===== config.mk =====
export PLATFORM = sky130hd
export DESIGN_NAME = imem_loader
export DESIGN_NICKNAME = d
export VERILOG_FILES = /design/src/rtl/loader_pkg.sv /design/src/rtl/loader_word_asm.sv /design/src/rtl/imem_loader.sv
export SDC_FILE = /design/constraint.sdc
export NUM_CORES = 1
export LEC_CHECK = 0
export ABC_AREA = 1
export BUFFER_PORTS_ARGS = -buffer_cell sky130_fd_sc_hd__buf_2
export CAP_MARGIN = 20
export CORE_MARGIN = 4
export CORE_UTILIZATION = 23
export DETAILED_ROUTE_END_ITERATION = 10
export GPL_ROUTABILITY_DRIVEN = 1
export SYNTH_ARGS = -nofsm -noshare
export SYNTH_HDL_FRONTEND = slang
export SYNTH_HIERARCHICAL = 1
export SYNTH_SLANG_ARGS = --single-unit

===== constraint.sdc =====
create_clock -name clk_i -period 2.9 [get_ports clk_i]
set_clock_uncertainty 0.15 [all_clocks]
set_input_delay 0.58 -clock clk_i [delete_from_list [all_inputs] [get_ports clk_i]]
set_output_delay 0.58 -clock clk_i [all_outputs]
set_load 0.1 [all_outputs]

===== src/rtl/loader_pkg.sv =====
// Shared types and helpers for the instruction-memory image loader.
package loader_pkg;

  // Loader FSM states
  typedef enum logic [2:0] {
    IDLE   = 3'd0,
    HDR_LO = 3'd1,
    HDR_HI = 3'd2,
    DATA   = 3'd3,
    WRITE  = 3'd4,
    CHK    = 3'd5,
    DONE   = 3'd6,
    ERR    = 3'd7
  } state_e;

  // Number of header bytes carrying the word count (LEN_LO, LEN_HI)
  localparam int HDR_BYTES = 2;

  // States in which a load is in progress
  function automatic logic is_busy(input state_e s);
    return (s inside {HDR_LO, HDR_HI, DATA, WRITE, CHK});
  endfunction

  // States that accept stream bytes (the idle timeout also runs only here)
  function automatic logic is_receiving(input state_e s);
    return (s inside {HDR_LO, HDR_HI, DATA, CHK});
  endfunction

endpackage


===== src/rtl/loader_word_asm.sv =====
// Byte-to-word assembler: collects four little-endian bytes into a 32-bit
// word and keeps a running XOR of every byte it accepts.
module loader_word_asm
  import loader_pkg::*;
(
  input  logic        clk_i,
  input  logic        rst_i,
  input  logic        clear_i,
  input  logic        accept_i,
  input  logic [7:0]  byte_i,
  output logic [31:0] word_o,
  output logic        word_full_o,
  output logic [7:0]  chk_o
);

  logic [1:0]  r_cnt;
  logic [31:0] r_word;
  logic [7:0]  r_chk;
  logic [31:0] w_word_nxt;

  // Bytes enter at the top and shift down, so byte k ends in bits [8k+7:8k]
  assign w_word_nxt  = {byte_i, r_word[31:8]};
  assign word_o      = w_word_nxt;
  assign word_full_o = (r_cnt == 2'd3);
  assign chk_o       = r_chk;

  // Byte counter, shift register and running checksum
  always_ff @(posedge clk_i or posedge rst_i) begin
    if (rst_i) begin
      r_cnt  <= 2'd0;
      r_word <= 32'd0;
      r_chk  <= 8'd0;
    end else if (clear_i) begin
      r_cnt  <= 2'd0;
      r_word <= 32'd0;
      r_chk  <= 8'd0;
    end else if (accept_i) begin
      r_cnt  <= r_cnt + 2'd1;
      r_word <= w_word_nxt;
      r_chk  <= r_chk ^ byte_i;
    end else begin
      r_cnt  <= r_cnt;
      r_word <= r_word;
      r_chk  <= r_chk;
    end
  end

endmodule


===== src/rtl/imem_loader.sv =====
// Instruction-memory loader: parses a length-prefixed, XOR-checked byte
// stream, writes 32-bit words into imem and holds the core in reset until a
// complete image with a matching checksum has been written.
module imem_loader
  import loader_pkg::*;
#(
  parameter int IMEM_W      = 13,
  parameter int TIMEOUT_CYC = 1000000
) (
  input  logic              clk_i,
  input  logic              rst_i,
  input  logic              start_i,
  input  logic              byte_valid_i,
  input  logic [7:0]        byte_data_i,
  output logic              byte_ready_o,
  output logic              we_o,
  output logic [IMEM_W-1:0] waddr_o,
  output logic [31:0]       wdata_o,
  output logic              busy_o,
  output logic              done_o,
  output logic              err_o,
  output logic              cpu_rst_o
);

  localparam int IDX_W = IMEM_W - 1;
  localparam int DEPTH = 2 ** (IMEM_W - 2);
  localparam int TMO_W = $clog2(TIMEOUT_CYC + 1);

  state_e                   r_state;
  state_e                   w_state_nxt;
  logic [8*HDR_BYTES-1:0]   r_len;
  logic [IDX_W-1:0]         r_idx;
  logic [TMO_W-1:0]         r_tmo;
  logic [IMEM_W-1:0]        r_waddr;
  logic [31:0]              r_wdata;

  logic                     w_accept;
  logic                     w_start;
  logic [15:0]              w_len_full;
  logic                     w_len_too_big;
  logic                     w_last_word;
  logic                     w_tmo_hit;
  logic                     w_asm_accept;
  logic [31:0]              w_word;
  logic                     w_word_full;
  logic [7:0]               w_chk;

  assign w_accept      = byte_valid_i & byte_ready_o;
  assign w_start       = start_i & ((r_state == IDLE) | (r_state == DONE) | (r_state == ERR));
  assign w_len_full    = {byte_data_i, r_len[7:0]};
  assign w_len_too_big = (17'(w_len_full) > 17'(DEPTH));
  assign w_last_word   = ((17'(r_idx) + 17'd1) == 17'(r_len));
  assign w_tmo_hit     = (r_tmo == TMO_W'(TIMEOUT_CYC - 1));
  assign w_asm_accept  = w_accept & (r_state == DATA);
  assign waddr_o       = r_waddr;
  assign wdata_o       = r_wdata;

  loader_word_asm u_word_asm (
    .clk_i       (clk_i),
    .rst_i       (rst_i),
    .clear_i     (w_start),
    .accept_i    (w_asm_accept),
    .byte_i      (byte_data_i),
    .word_o      (w_word),
    .word_full_o (w_word_full),
    .chk_o       (w_chk)
  );

  // State register
  always_ff @(posedge clk_i or posedge rst_i) begin
    if (rst_i) begin
      r_state <= IDLE;
    end else begin
      r_state <= w_state_nxt;
    end
  end

  // Next-state logic; an accepted byte takes priority over an expiring timeout
  always_comb begin
    w_state_nxt = r_state;
    case (r_state)
      IDLE: begin
        if (start_i) w_state_nxt = HDR_LO;
        else         w_state_nxt = IDLE;
      end
      HDR_LO: begin
        if (w_accept)       w_state_nxt = HDR_HI;
        else if (w_tmo_hit) w_state_nxt = ERR;
        else                w_state_nxt = HDR_LO;
      end
      HDR_HI: begin
        if (w_accept) begin
          if (w_len_full == 16'd0) w_state_nxt = CHK;
          else if (w_len_too_big)  w_state_nxt = ERR;
          else                     w_state_nxt = DATA;
        end else if (w_tmo_hit) begin
          w_state_nxt = ERR;
        end else begin
          w_state_nxt = HDR_HI;
        end
      end
      DATA: begin
        if (w_accept) begin
          if (w_word_full) w_state_nxt = WRITE;
          else             w_state_nxt = DATA;
        end else if (w_tmo_hit) begin
          w_state_nxt = ERR;
        end else begin
          w_state_nxt = DATA;
        end
      end
      WRITE: begin
        if (w_last_word) w_state_nxt = CHK;
        else             w_state_nxt = DATA;
      end
      CHK: begin
        if (w_accept) begin
          if (byte_data_i == w_chk) w_state_nxt = DONE;
          else                      w_state_nxt = ERR;
        end else if (w_tmo_hit) begin
          w_state_nxt = ERR;
        end else begin
          w_state_nxt = CHK;
        end
      end
      DONE: begin
        if (start_i) w_state_nxt = HDR_LO;
        else         w_state_nxt = DONE;
      end
      ERR: begin
        if (start_i) w_state_nxt = HDR_LO;
        else         w_state_nxt = ERR;
      end
      default: w_state_nxt = IDLE;
    endcase
  end

  // Output decode from the current state
  always_comb begin
    byte_ready_o = 1'b0;
    we_o         = 1'b0;
    busy_o       = 1'b0;
    done_o       = 1'b0;
    err_o        = 1'b0;
    cpu_rst_o    = 1'b1;
    case (r_state)
      HDR_LO, HDR_HI, DATA, CHK: begin
        byte_ready_o = 1'b1;
        busy_o       = 1'b1;
      end
      WRITE: begin
        we_o   = 1'b1;
        busy_o = 1'b1;
      end
      DONE: begin
        done_o    = 1'b1;
        cpu_rst_o = 1'b0;
      end
      ERR: begin
        err_o = 1'b1;
      end
      default: begin
        byte_ready_o = 1'b0;
      end
    endcase
  end

  // Header length capture
  always_ff @(posedge clk_i or posedge rst_i) begin
    if (rst_i) begin
      r_len <= '0;
    end else if (w_start) begin
      r_len <= '0;
    end else if (w_accept && (r_state == HDR_LO)) begin
      r_len[7:0] <= byte_data_i;
    end else if (w_accept && (r_state == HDR_HI)) begin
      r_len[15:8] <= byte_data_i;
    end else begin
      r_len <= r_len;
    end
  end

  // Word index: advances once per imem write, wide enough to hold DEPTH
  always_ff @(posedge clk_i or posedge rst_i) begin
    if (rst_i) begin
      r_idx <= '0;
    end else if (w_start) begin
      r_idx <= '0;
    end else if (r_state == WRITE) begin
      r_idx <= r_idx + IDX_W'(1);
    end else begin
      r_idx <= r_idx;
    end
  end

  // Write address/data registers, loaded as the 4th byte of a word arrives
  // so they line up with the WRITE cycle and hold afterwards
  always_ff @(posedge clk_i or posedge rst_i) begin
    if (rst_i) begin
      r_waddr <= '0;
      r_wdata <= 32'd0;
    end else if (w_asm_accept && w_word_full) begin
      r_waddr <= {r_idx[IMEM_W-3:0], 2'b00};
      r_wdata <= w_word;
    end else begin
      r_waddr <= r_waddr;
      r_wdata <= r_wdata;
    end
  end

  // Idle timeout: cleared by any accepted byte and outside receiving states
  always_ff @(posedge clk_i or posedge rst_i) begin
    if (rst_i) begin
      r_tmo <= '0;
    end else if (w_accept || !is_receiving(r_state)) begin
      r_tmo <= '0;
    end else begin
      r_tmo <= r_tmo + TMO_W'(1);
    end
  end

endmodule


==> results.yml, run 1 <==
pwr:
  p_int_w: 0.00421
  combPwrFrac_pct: 34.6
  leakagePower_nw: 3.83
  swShare_pct: 40.7
  powerDensity_nw_per_um2: 936
  peakVddDrop_v: 0.000457
  power.switching_w: 0.00290
  seq_power_share_pct: 36.0
  p_clk_share_pct: 29.4
  finalPower_w: 0.00711
final_layout:
  fin_cells: 1155
  drive_above_1_share_pct: 20.7
  fin_nets: 788
  area_growth_pct: 19.1
  design_area_um2: 7600
  antenna_cells: 0
timing:
  hold_viol: 0
  tightest_slew_ps: 688
  max_freq_mhz: 381
  post-route-period-util_pct: 90.5
  finalSetupViolCount: 0
  setup_slack_ps: 275
  rsz0062_at_grt: "no"
  fin_crit_ps: 2630
  maxSlewViolCount: 0
  slew_headroom_pct: 54.1
logic_synthesis:
  avgSynthCellArea_um2: 8.96
  ys_types: 42
  async_reset_ff_share_pct: 100
  synth_edf_count: 0
  ys.flop_type: "dfrtp_1"
  ys_seq_area_share_pct: 50.2
  syn-cell-area_um2: 6380
  ys_ff_latch: 128
  synthCells: 712
  yosysWarningCount: 6
placement:
  io_buffers: 60
  place_area_um2: 7030
  dp.cells: 1126
  routabilityCongestion: 0.822
  dp_hpwl_um: 10700
  dp_slack_ps: 688
die:
  core_um2: 27100
  die_area_um2: 30500
  rows: 60
  io_pins: 63
  die_width_um: 175
  die-height_um: 175
  initial_utilization_pct: 23.6
detailed_routing:
  postRouteAntennaNets: 0
  num_vias: 4899
  firstDrtPassIters: 4
  drcViolationCount: 0
  viasPerCell: 4.24
  wl_per_cell_um: 13.0
  drt-initial-drc-count: 352
  drt-total-wl_um: 15000
worst_setup_path:
  crit_chain: "nor2_1 > inv_2 > nor2_2 > buf_2"
  crit_path_end_kind: "output pin"
  slowest_delay_ps: 480
  reg2reg_depth: 8
  crit_fanout: 4
  critical_path_class: "reg -> out"
  cp-start-kind: "flop"
  cpMaxStageDelayCell: "buf_2"
  arrival_ps: 1900
  required_ps: 2170
clock_network:
  cts_sinks: 128
  clock_path_buffers: 2
  worstSkewPairLatency_ps: 420
  root_buffer: "clkbuf_16"
  htreeDepth: 4
  cts_resized: 0
  postCtsSetupRepairBufs: 0
  cts.clk_slew.worst_paths_ps: 50
  cts_tree: "done"
  numCtsBuffers: 17
  hold_buffers: 0
status:
  status: "complete, no violations"
min_path:
  hp-class: "in -> async"
global_routing:
  grt_pass1_wl_um: 25300
  gr-usage-all-layers_pct: 10.3
  first_global_vias: 4974
  antenna_found_initial: 2
  grt_overflow: 0
  grt_start_max_net_pins: 42
flow_run:
  maxCapViolations: 0
==> final cells by class <==
cell class | count | area [um^2]
fillers | 2885 | 19500
clock buffers | 22 | 454
inverters | 73 | 278
flip-flops and latches | 128 | 3200
multi-input cells | 482 | 2690
clock inverters | 7 | 113
well taps | 372 | 465
repair buffers | 71 | 395
==> metrics by stage <==
| stage | setup TNS (ps) | hold WS [ps] | utilization [%] |
|---|---|---|---|
| final | 0 | 121 | 28.0 |
| after global routing | 0 | 168 | 28.0 |
| after CTS | 0 | 142 | 28.0 |
| after detailed placement | 0 | 307 | 26.0 |
| after global placement | 0 | 302 | 26.0 |
| after floorplan | -23.5 | 283 | - |
==> state kept, by name (all words and copies together), names as in the netlist <==
signal	count
r_idx	12
u_word_asm/chk_o	8
wdata_o	32
waddr_o	11
r_tmo	20
u_word_asm/r_cnt	2
u_word_asm/r_word	24
r_state	3
r_len	16
==> synthesized netlist by cell type, types with 8 or more instances <==
master / number / area (um^2)
nor2_1: 46 / 173
nand3_1: 66 / 330
inv_2: 8 / 30.0
nand2_1: 190 / 713
a21oi_1: 23 / 115
inv_1: 64 / 240
nor3_1: 9 / 45.0
buf_4: 14 / 105
nand4_1: 12 / 75.1
o21ai_1: 13 / 65.1
xnor2_1: 9 / 78.8
mux2_4: 28 / 420
dfrtp_1: 128 / 3200
o21ai_0: 32 / 160
==> power groups by stage <==
| stage | Clock (W) | Combinational, W | Sequential, W |
|---|---|---|---|
| 2_1_floorplan | 0 | 0.00151 | 0.00306 |
| 3_3_place_gp | 0 | 0.00245 | 0.00257 |
| 3_5_place_dp | 0 | 0.00248 | 0.00258 |
| 4_1_cts | 0.00214 | 0.00249 | 0.00256 |
| 5_1_grt | 0.00222 | 0.00270 | 0.00262 |
| 6_report | 0.00209 | 0.00246 | 0.00256 |
==> cells by family (layout without fill, tap and decap cells) <==
group           count (synthesis)  in the layout  synth area share, %
simple gates                  347            347                 24.6
flops                         128            128                 50.2
buf+inv                       103            173                 7.74
mux                            32             32                 7.29
xor+xnor                       13             13                 2.02
compound gates                 85             85                 7.53
other cells                     1              2               0.0588
fa+ha+maj                       3              3                0.588
==> critical path: cells and delay by family (launching register included) <==
kind | cells | cell delay (ps)
and+or+nand+nor | 2 | 480
buffers and inverters | 2 | 580
DFF | 1 | 420
==> routing by layer <==
layer	global-route usage (%)	wire [um]	up-vias
li1	-	-	2438
met1	12.6	6790	2339
met2	17.0	7130	92
met3	3.66	846	26
met4	3.04	220	4
met5	0	21	-
==> worst paths after layout <==
kind | start | endpoint | slack [ps]
hold / removal | rst_i | wdata_o[9]$_DFFE_PP0P_ | 120
max in group asynchronous | rst_i | r_state[0]$_DFF_PP0_ | 1840
setup reg to reg | r_state[0]$_DFF_PP0_ | r_idx[10]$_DFFE_PP0P_ | 730
hold reg to reg | r_tmo[0]$_DFF_PP0_ | r_tmo[0]$_DFF_PP0_ | 320
setup / recovery | r_state[0]$_DFF_PP0_ | we_o | 270
min in group clk_i | r_tmo[0]$_DFF_PP0_ | r_tmo[0]$_DFF_PP0_ | 320
==> cell usage in the layout, fill, tap and decap left out, types with 5 or more instances in the layout <==
cell,count
nand2_1,190
dfrtp_1,128
nand3_1,66
inv_1,63
buf_2,60
nor2_1,45
o21ai_0,32
mux2_4,28
a21oi_1,23
clkbuf_16,17
o21ai_1,13
nand4_1,12
buf_4,10
nor3_1,9
xnor2_1,9
inv_2,8
nor2_2,8
o22ai_1,6
nor2_4,5
No activity file was read; power rests on OpenSTA's default activity.
==> inputs of run 2 (changes only) <==
--- a/config.mk
+++ b/config.mk
@@ -12,6 +12,7 @@
 export CORE_UTILIZATION = 23
 export DETAILED_ROUTE_END_ITERATION = 10
 export GPL_ROUTABILITY_DRIVEN = 1
+export RECOVER_POWER = 100
 export SYNTH_ARGS = -nofsm -noshare
 export SYNTH_HDL_FRONTEND = slang
 export SYNTH_HIERARCHICAL = 1
==> run 2 against run 1 <==
The flow now finishes with violations (max-capacitance violations, max-slew violations); highest routed layer unchanged; non-clock buffer count did not move; wire length increased by 0.18%; via count is 0.27% higher; core utilization is 1.1 points lower; combinational power down 7%; critical path depth increased by 1; worst setup slack worse by 29 ps; final cell count unchanged.
==> results.yml, run 2 (synthesis gave the netlist of run 1 again) <==
die:
  die-height_um: 175
  die_width_um: 175
  io_pins: 63
  rows: 60
  core_um2: 27100
  die_area_um2: 30500
  initial_utilization_pct: 23.6
clock_network:
  cts_sinks: 128
  numCtsBuffers: 17
  postCtsSetupRepairBufs: 0
  clock_path_buffers: 2
  hold_buffers: 0
  cts_tree: "done"
  root_buffer: "clkbuf_16"
  cts_resized: 0
  htreeDepth: 4
  worstSkewPairLatency_ps: 420
  cts.clk_slew.worst_paths_ps: 50
pwr:
  p_clk_share_pct: 30.1
  p_int_w: 0.00410
  finalPower_w: 0.00694
  combPwrFrac_pct: 33.2
  peakVddDrop_v: 0.000453
  seq_power_share_pct: 36.7
  swShare_pct: 40.9
  leakagePower_nw: 3.51
  power.switching_w: 0.00284
  powerDensity_nw_per_um2: 951
global_routing:
  grt_pass1_wl_um: 25300
  antenna_found_initial: 2
  gr-usage-all-layers_pct: 10.3
  grt_overflow: 0
  first_global_vias: 4974
  grt_start_max_net_pins: 42
timing:
  maxSlewViolCount: 35
  finalSetupViolCount: 0
  tns_ps: 0
  fin_crit_ps: 2650
  hold_viol: 0
  tightest_slew_ps: 1900
  slew_headroom_pct: -26.8
  whs_ps: 289
  max_freq_mhz: 377
  rsz0062_at_grt: "no"
  post-route-period-util_pct: 91.5
final_layout:
  fin_nets: 788
  seqCellArea_um2: 3200
  final_cell_mix: "191 x nand2_1, 128 x dfrtp_1, 67 x nand3_1"
  area_growth_pct: 14.4
  largest_reg_flops: 32
  drive_above_1_share_pct: 8.68
  antenna_cells: 0
  final_util_pct: 26.9
  nFillCells: 2954
  multi_input_area_um2: 2490
  final_common_cell: "nand2_1"
worst_setup_path:
  critical_path_class: "reg -> out"
  crit_chain: "nor2_1 > inv_1 > nor2_1 > nor2_4 > buf_2"
  crit_fanout: 4
  slowest_delay_ps: 420
  required_ps: 2170
  crit_path_end_kind: "output pin"
  arrival_ps: 1920
  cp-start-kind: "flop"
  path_common_cell: "nor2_1"
  cpMaxStageDelayCell: "dfrtp_1"
placement:
  io_buffers: 60
  dp_hpwl_um: 10700
  routabilityCongestion: 0.822
detailed_routing:
  drcViolationCount: 0
  viasPerCell: 4.25
  drt-initial-drc-count: 403
  wl_per_cell_um: 13.0
  postRouteAntennaNets: 0
  num_vias: 4912
  firstDrtPassIters: 7
  drt-total-wl_um: 15000
status:
  status: "finished with violations"
  violations: "max-capacitance violations, max-slew violations"
flow_run:
  maxCapViolations: 1
min_path:
  hp-class: "in -> async"
## run 2: changes by cell type in the layout (fill, tap and decap cells not counted), moves of 7 or more
cell / before / now
mux2_1: 0 / 28
buf_2: 60 / 11
clkbuf_1: 4 / 53
o21ai_0: 32 / 39
nor2_1: 45 / 52
buf_4: 10 / 2
clkbuf_2: 0 / 9
o21ai_1: 13 / 6
mux2_4: 28 / 0
## run 2: cell type report
class	count	area share (%)
tap	372	6.38
timing repair buffer	71	4.10
sequential	128	43.9
inverter	73	3.77
clock buffer	22	6.22
clock inverter	7	1.54
multi-input combinational	482	34.1
## run 2: layer usage
layer	GRT usage (%)	share of wire, %	vias to the layer above
met2	17.0	48	117
met3	3.66	6.6	26
li1	-	-	2438
met1	12.6	44	2327
met5	0	0.19	-
met4	3.04	1.6	4
## run 2: stage by stage
step	instance area, um^2	worst slack (ps)	cells
5_1_grt	7300	121	1155
4_1_cts	7600	275	1155
3_3_place_gp	7030	746	1126
6_report	7300	246	1155
3_5_place_dp	7030	688	1126
2_1_floorplan	6390	-23.5	713
## run 2: worst paths after layout
check                                                    end  slack (ps)                 start  cells past startpoint
min                                   wdata_o[9]$_DFFE_PP0P_         290                 rst_i                      2
max reg2reg                u_word_asm/r_word[27]$_DFFE_PP0P_         360  r_state[0]$_DFF_PP0_                      6
min in group clk_i                        r_tmo[0]$_DFF_PP0_         310    r_tmo[0]$_DFF_PP0_                      1
max in group asynchronous                 r_tmo[4]$_DFF_PP0_         700                 rst_i                      3
max                                                   busy_o         250  r_state[0]$_DFF_PP0_                      5
min reg2reg                               r_tmo[0]$_DFF_PP0_         310    r_tmo[0]$_DFF_PP0_                      1
## run 2: critical path: cells and delay by family, from the launching register on
family                 cells  cell delay, ps
DFF                        1             420
buffers and inverters      2             430
and+or+nand+nor            3             660
## run 2: power by group through the flow
| stage | Clock [W] | Sequential (W) | Combinational (W) |
|---|---|---|---|
| after floorplan | 0 | 0.00306 | 0.00151 |
| after global placement | 0 | 0.00257 | 0.00245 |
| after detailed placement | 0 | 0.00258 | 0.00248 |
| after CTS | 0.00214 | 0.00256 | 0.00249 |
| after global routing | 0.00222 | 0.00261 | 0.00255 |
| final | 0.00209 | 0.00255 | 0.00230 |
